`src/rtl/hazard_scoreboard_fwd.sv`:
```
// rtl/hazard_scoreboard_fwd.sv - ID/EX hazard unit: multi-stage forwarding, load-use stall, long-op scoreboard, stall watchdog
// Optional SB_STALL_STATS_EN adds a saturating stall_cycles counter port.
module hazard_scoreboard_fwd #(
    parameter int NSTG = 2,
    parameter int NREG = 32,
    parameter int RW   = 5,
    parameter int FW   = 2,
    parameter int WDOG = 64
) (
    input  logic              clk,
    input  logic              rst,
    input  logic              flush,
    input  logic              id_valid,
    input  logic [RW-1:0]     id_rs1,
    input  logic [RW-1:0]     id_rs2,
    input  logic              id_use_rs1,
    input  logic              id_use_rs2,
    input  logic [RW-1:0]     id_rd,
    input  logic              id_we,
    input  logic              id_long,
    input  logic              ex_is_load,
    input  logic [RW-1:0]     ex_rd,
    input  logic [RW-1:0]     ex_rs1,
    input  logic [RW-1:0]     ex_rs2,
    input  logic              ex_use_rs1,
    input  logic              ex_use_rs2,
    input  logic [NSTG-1:0]   stg_we,
    input  logic [NSTG*RW-1:0] stg_rd,
    input  logic              lc_valid,
    input  logic [RW-1:0]     lc_rd,
    output logic              stall_id,
    output logic [FW-1:0]     rs1_fwd,
    output logic [FW-1:0]     rs2_fwd,
    output logic [NREG-1:0]   pending,
    output logic              sb_timeout
`ifdef SB_STALL_STATS_EN
    ,
    output logic [31:0]       stall_cycles
`endif
);

    localparam logic [0:0] S_IDLE = 1'b0;
    localparam logic [0:0] S_WAIT = 1'b1;
    localparam int CW = (WDOG > 2) ? $clog2(WDOG) : 1;

    logic [0:0]      r_state;
    logic [CW-1:0]   r_cnt;
    logic            r_timeout;
    logic [NREG-1:0] r_pending;

    logic            w_load_use;
    logic            w_raw1;
    logic            w_raw2;
    logic            w_waw;
    logic            w_sb_stall;
    logic            w_stall;
    logic            w_issue;
    logic [NREG-1:0] w_set_mask;
    logic [NREG-1:0] w_clr_mask;
    logic [NREG-1:0] w_pending_nxt;

    // Lowest (youngest) matching stage wins, so scan from oldest down and overwrite.
    function automatic logic [FW-1:0] fwd_sel(input logic use_src, input logic [RW-1:0] src,
                                              input logic [NSTG-1:0] we, input logic [NSTG*RW-1:0] rd);
        logic [FW-1:0] sel;
        sel = '0;
        if (use_src && src != '0) begin
            for (int i = NSTG - 1; i >= 0; i--) begin
                if (we[i] && rd[i*RW +: RW] == src) sel = FW'(i + 1);
            end
        end
        return sel;
    endfunction

    // A register completing via lc_* this cycle is covered by the WB forward, so it never stalls.
    function automatic logic sb_busy(input logic [RW-1:0] r);
        return r != '0 && r_pending[r] && !(lc_valid && lc_rd == r);
    endfunction

    always_comb begin
        w_load_use = ex_is_load && ex_rd != '0 &&
                     ((id_use_rs1 && id_rs1 == ex_rd) || (id_use_rs2 && id_rs2 == ex_rd));
        w_raw1     = id_use_rs1 && sb_busy(id_rs1);
        w_raw2     = id_use_rs2 && sb_busy(id_rs2);
        w_waw      = id_we && sb_busy(id_rd);
        w_sb_stall = !rst && id_valid && !flush && (w_raw1 || w_raw2 || w_waw);
        w_stall    = !rst && id_valid && !flush && (w_load_use || w_raw1 || w_raw2 || w_waw);
        w_issue    = id_valid && !w_stall && !flush;
    end

    always_comb begin
        w_set_mask = '0;
        w_clr_mask = '0;
        if (w_issue && id_we && id_long && id_rd != '0) w_set_mask[id_rd] = 1'b1;
        if (lc_valid) w_clr_mask[lc_rd] = 1'b1;
        // Set applied after clear: a new long writer beats the completing one.
        w_pending_nxt    = (r_pending & ~w_clr_mask) | w_set_mask;
        w_pending_nxt[0] = 1'b0;
    end

    always_ff @(posedge clk) begin
        if (rst) begin
            r_pending <= '0;
            r_state   <= S_IDLE;
            r_cnt     <= '0;
            r_timeout <= 1'b0;
        end else begin
            r_pending <= w_pending_nxt;
            case (r_state)
                S_IDLE: begin
                    r_cnt <= '0;
                    if (w_sb_stall) r_state <= S_WAIT;
                end
                default: begin
                    if (!w_sb_stall || flush) begin
                        r_state <= S_IDLE;
                        r_cnt   <= '0;
                    end else begin
                        if (r_cnt == CW'(WDOG - 1)) r_timeout <= 1'b1;
                        else                        r_cnt     <= r_cnt + 1'b1;
                    end
                end
            endcase
        end
    end

`ifdef SB_STALL_STATS_EN
    logic [31:0] r_stall_cycles;
    always_ff @(posedge clk) begin
        if (rst)                                       r_stall_cycles <= '0;
        else if (w_stall && r_stall_cycles != '1)      r_stall_cycles <= r_stall_cycles + 32'd1;
    end
    assign stall_cycles = r_stall_cycles;
`endif

    assign stall_id   = w_stall;
    assign rs1_fwd    = rst ? '0 : fwd_sel(ex_use_rs1, ex_rs1, stg_we, stg_rd);
    assign rs2_fwd    = rst ? '0 : fwd_sel(ex_use_rs2, ex_rs2, stg_we, stg_rd);
    assign pending    = r_pending;
    assign sb_timeout = r_timeout;

endmodule

```
`config.mk`:
```
export PLATFORM = sky130hd
export DESIGN_NAME = hazard_scoreboard_fwd
export DESIGN_NICKNAME = d
export VERILOG_FILES = /design/src/rtl/hazard_scoreboard_fwd.sv
export SDC_FILE = /design/constraint.sdc
export NUM_CORES = 1
export LEC_CHECK = 0
export CORE_ASPECT_RATIO = 1.25
export CORE_MARGIN = 2
export CORE_UTILIZATION = 45
export DETAILED_ROUTE_END_ITERATION = 8
export PLACE_DENSITY_LB_ADDON = 0.2
export SYNTH_ARGS = -nofsm -noshare
export SYNTH_HDL_FRONTEND = slang
export SYNTH_SLANG_ARGS = --single-unit
```
`constraint.sdc`:
```
create_clock -name clk -period 3 [get_ports clk]
set_clock_uncertainty 0.15 [all_clocks]
set_input_delay 0.75 -clock clk [delete_from_list [all_inputs] [get_ports clk]]
set_output_delay 0.75 -clock clk [all_outputs]
set_load 0.02 [all_outputs]
```
## After elaboration in Yosys (flattened, before gate mapping)

Index checks and enable logic that the tools add are counted.

- Add/subtract/negate cells: 1
- Magnitude comparators: 6
- Eq/ne operators: 10
- Multiplexer cells: 23
- Bitwise gates (word level): 5
- Reduce and logical (&&, ||, !) cells: 55

Operators by type and width:

| operator | count |
|---|---|
| $mux 32 | 2 |
| $eq 5x5->1 | 9 |
| $logic_and 1x1->1 | 33 |
| $and 32x32->32 | 1 |
| $not 32->32 | 1 |
| $or 32x32->32 | 1 |
| $reduce_bool 5->1 | 6 |
| $lt 5x6->1 const B | 4 |
| $mux 2 | 8 |
| $bmux 1 s5 | 3 |
| $demux 1 s5 | 2 |
| $ge 5x1->1 const B | 2 |
| $mux 1 | 8 |
| $logic_not 1->1 | 7 |
| $logic_or 1x1->1 | 7 |
| $add 6x1->6 const B | 1 |
| $eq 6x6->1 const B | 1 |
| $reduce_and 3->1 | 1 |
| $reduce_or 3->1 | 1 |
| $not 1->1 | 2 |

- Flip-flop bits (word level): 40
- Input port bits: 59
- Output and inout port bits: 38
- Logic and storage cells: 105

## Depth between registers and ports, before layout

- Depth after elaboration: 17
- Depth in mapped cells: 10
- Mapped depth without buffers: 7

## Worst setup path after synthesis

OpenSTA, ideal clock, no wires.

- Kind: input to output
- Start point: in id_rd[0]
- End point: out stall_id
- Arrival time: 2.320 ns
- Required time: 2.100 ns
- Slack: -0.220 ns
- Stages: 7
- Buffers on the path: 2
- Cells stage by stage: buf_2 -> buf_4 -> xnor2_1 -> and3_1 -> or3b_2 -> o211a_4 -> nand2b_1

- Longest elaborated chain between the ends: 7
- Elaborated cells between the ends (all ways): 11
- Classes of those cells: 1 x eq/ne; 2 x mux; 8 x reduce/logical

RTL lines:

| item | line | text |
|---|---|---|
| from (decl) | 18 | `input logic [RW-1:0] id_rd,` |
| $bmux 1 s5 or $eq 5x5->1 (tied branches) | 77 | `return r != '0 && r_pending[r] && !(lc_valid && lc_rd == r);` |
| $mux 1 (not written as such) or $logic_and 1x1->1 (tied branches) | 77 |  |
| $logic_and 1x1->1 or $logic_not 1->1 (tied branches) | 77 |  |
| $logic_and 1x1->1 (*) | 77 |  |
| $logic_and 1x1->1 (*) | 85 | `w_waw = id_we && sb_busy(id_rd);` |
| $logic_or 1x1->1 (*) | 87 | `w_stall = !rst && id_valid && !flush && (w_load_use \|\| w_raw1 \|\| w_raw2 \|\| w_waw);` |
| $logic_and 1x1->1 (*) | 87 |  |
| to (decl) | 31 | `output logic stall_id,` |

Every way passes the cells marked *; elsewhere a longest branch is shown, timed or not. The select of a mux whose other input is x is not followed.

## Worst setup path in the final report

- Start point: in id_rs1[0]
- End point: out stall_id

- Longest elaborated chain between the ends: 9
- Elaborated cells between the ends (all ways): 17
- Classes of those cells: 2 x eq/ne; 2 x mux; 13 x reduce/logical

RTL lines:

| item | line | text |
|---|---|---|
| from (decl) | 14 | `input logic [RW-1:0] id_rs1,` |
| $bmux 1 s5 or $eq 5x5->1 (tied branches) | 77 |  |
| $mux 1 (not written as such) or $logic_and 1x1->1 (tied branches) | 77 |  |
| $logic_and 1x1->1 or $logic_not 1->1 (tied branches) | 77 |  |
| $logic_and 1x1->1 | 77 |  |
| $logic_and 1x1->1 | 83 | `w_raw1 = id_use_rs1 && sb_busy(id_rs1);` |
| $logic_or 1x1->1 (*) (3 in a row) | 87 |  |
| $logic_and 1x1->1 (*) | 87 |  |

Marks and branches as above.

==> flow_metrics.tcl <==
set metrics [dict create \
    clock_path_buffers 2 \
    synth_area_sq_um 3550 \
    ys_seq_elements 39 \
    setup-violations-final 1 \
    drt_iter0_markers 316 \
    relSlewSlack 0.557 \
    synth_async_sr_flop_share 0 \
    design_area_sq_um 5970 \
    rows 36 \
    endpoint_kind "output port" \
    synth_area_leaders "dfxtp_1, xor2_1, mux4_2" \
    cap_viol_max_count 0 \
    final_cells 694 \
    synth_nets 472 \
    yosysWarnings 0 \
    insertion_delay_ps 300 \
    violations "negative setup slack" \
    power_density_nw_per_um2 221 \
    die_h_um 103 \
    grt_pass1_vias 4260 \
    synth_ff_type "dfxtp_1" \
    worstPathCellList "buf_6, buf_12, mux4_2, nor2_1, or4_1, a21o_1, o211a_4, nand2b_4, buf_6" \
    synth_cell_types 55 \
    status "finished, violations left" \
    fin_ws_ps -298 \
    fin_nets 658 \
    cp.arrival_ps 2400 \
    synth_most_common_cell "dfxtp_1" \
    grt_pass1_wl_um 21900 \
    p_leak_nw 2.39 \
    routed_wl_um 14600 \
    synth.avg_cell_area_sq_um 8.62 \
    cts_tree "yes" \
    seq_area_sq_um 781 \
    gp_congestion 0.953 \
    max_stage_delay_ps 520 \
    path_buf_inv 3 \
    seq_area_frac_synth 0.220 \
    drt_first_pass_iters 5 \
    hold_class "flop to flop" \
    hpwlAfterDp_um 11000 \
    placed_cells 673 \
    die-area_sq_um 8620 \
    yosysTopAreaCell "dfxtp_1" \
    rsz0062_at_grt "true" \
    boundaryPins 97 \
    timing.fmax_mhz 303 \
    placed_cell_area_sq_um 5330 \
    synthToLayoutAreaGrowth_pct 68.0 \
    vias 4299 \
    wl_per_cell_um 21.0 \
    tns_ps -298 \
    cp_max_fo 5 \
    diodes 0 \
    finish.utilization 0.770 \
    period_needed_ps 3300 \
    drive_gt1_frac 0.372 \
    die_w_um 83.5 \
    worstPathRequired_ps 2100 \
    grt_usage 0.326 \
    detail-route-antenna-nets 0 \
    start_kind "primary input" \
    cts.sinks 39 \
    worst_pin_slew_ps 665 \
    clkTransAtPathRegs_ps 60 \
    initial_core_util 0.458 \
    io_buffers 95 \
    critPathSlowestCell "or4_1" \
    syn_inst 412 \
    grt_max_degree 41 \
    grt_antenna_before_repair 0 \
    peakVddDrop_mv 0.307 \
    hold_viol 0 \
    n_fill_cell 545 \
    cts_root_buf "clkbuf_8" \
    core-area_sq_um 7750 \
    yosysTopAreaCellShare 0.220 \
    post_drt_via_cell_ratio 6.19 \
    ctsHtreeMaxLevel 2 \
    crit_family "simple AND/OR/NAND/NOR gates" \
    drcViolationCount 0 \
    multi_input_area_sq_um 2900 \
    synth_common_cells "dfxtp_1, nand2_1, nand3_1" \
    period_share 1.10 \
    synth_edf_count 0 \
    grt_overflow 0 \
    drv_slew 0 \
    crit_type "primary input to output port" \
    cp_common_cell "buf_6" \
    cts-buffers-inserted 5 \
    holdBufCountCts 0 \
]
[state kept, by name (all words and copies together) (netlist names)]
signal	cells
pending	31
r_cnt	6
r_state	1
sb_timeout	1
[where the power goes]
group,switching (W),total [W],internal [W]
clock network,0.000180,0.000344,0.000163
logic,0.000224,0.000456,0.000231
registers,0.00000167,0.000520,0.000519
total,0.000406,0.00132,0.000913
[metrics by stage]
step	power [W]	hold WS, ps	setup WS (ps)
after floorplan	0.000719	313	-53.4
after global placement	0.000917	312	-1120
after CTS	0.00128	340	-307
after detailed placement	0.000924	331	-1190
after global routing	0.00136	357	-340
final	0.00132	337	-298
[logic make-up (layout without fill, tap and decap cells)]
| logic type | Yosys count | in the layout | synth area share |
|---|---|---|---|
| AND/OR/NAND/NOR | 161 | 161 | 0.240 |
| AO/OA/AOI/OAI | 86 | 86 | 0.220 |
| XOR/XNOR | 47 | 47 | 0.116 |
| buffers and inverters | 43 | 230 | 0.0592 |
| flip-flops | 39 | 39 | 0.220 |
| multiplexers | 34 | 34 | 0.141 |
| adder cells (fa/ha/maj) | 1 | 1 | 0.00352 |
| other | 1 | 1 | 0.00106 |
[final timing paths]
| kind | startpoint | to | slack (ps) | cells after the start |
|---|---|---|---|---|
| worst max-delay path | id_rs1[0] | stall_id | -300 | 9 |
| worst min-delay path | r_state | r_cnt[5] | 340 | 1 |
| worst max register to register | pending[8] | pending[22] | 380 | 9 |
| worst min register to register | r_state | r_cnt[5] | 340 | 1 |
[timing repair]
item,CTS,global route
buffers inserted,6,3
cloned,3,2
resized for setup,131,55
endpoints found under the setup margin,38,35
endpoints found under the hold margin,0,0
pin swaps,25,26
[routing by layer]
metal / wire (um) / global-route usage / up-vias
met3: 1030 / 0.0468 / 56
li1: - / - / 1935
met2: 7760 / 0.614 / 246
met1: 5110 / 0.354 / 2062
met4: 687 / 0.189 / 0
met5: 0 / 0 / -
[cells in the final DEF (no fill, tap or decap), drive strengths merged, types with 3 or more instances in the layout]
| master | n |
|---|---|
| or4 | 4 |
| dfxtp | 39 |
| o31ai | 13 |
| and3b | 3 |
| mux2i | 15 |
| dlygate4sd2 | 25 |
| inv | 6 |
| o211ai | 21 |
| nor2b | 5 |
| nand2 | 38 |
| buf | 128 |
| o21ai | 6 |
| or3b | 4 |
| o22ai | 4 |
| clkdlybuf4s50 | 47 |
| a21oi | 3 |
| xnor2 | 14 |
| nand3 | 35 |
| nand4 | 5 |
| nor4 | 8 |
| clkbuf | 12 |
| nor2 | 21 |
| mux4 | 12 |
| nand3b | 7 |
| nor3b | 8 |
| mux2 | 7 |
| clkdlybuf4s15 | 5 |
| nor3 | 7 |
| nand2b | 8 |
| o41ai | 19 |
| and3 | 3 |
| dlymetal6s2s | 4 |
| xor2 | 33 |
[final cells by class]
class,count,area share
Sequential cell,39,0.131
Clock inverter,1,0.000839
Timing Repair Buffer,216,0.345
Inverter,6,0.00419
Tap cell,95,0.0199
Multi-Input combinational cell,330,0.486
Clock buffer,7,0.0128
No activity file was read; power rests on OpenSTA's default activity.
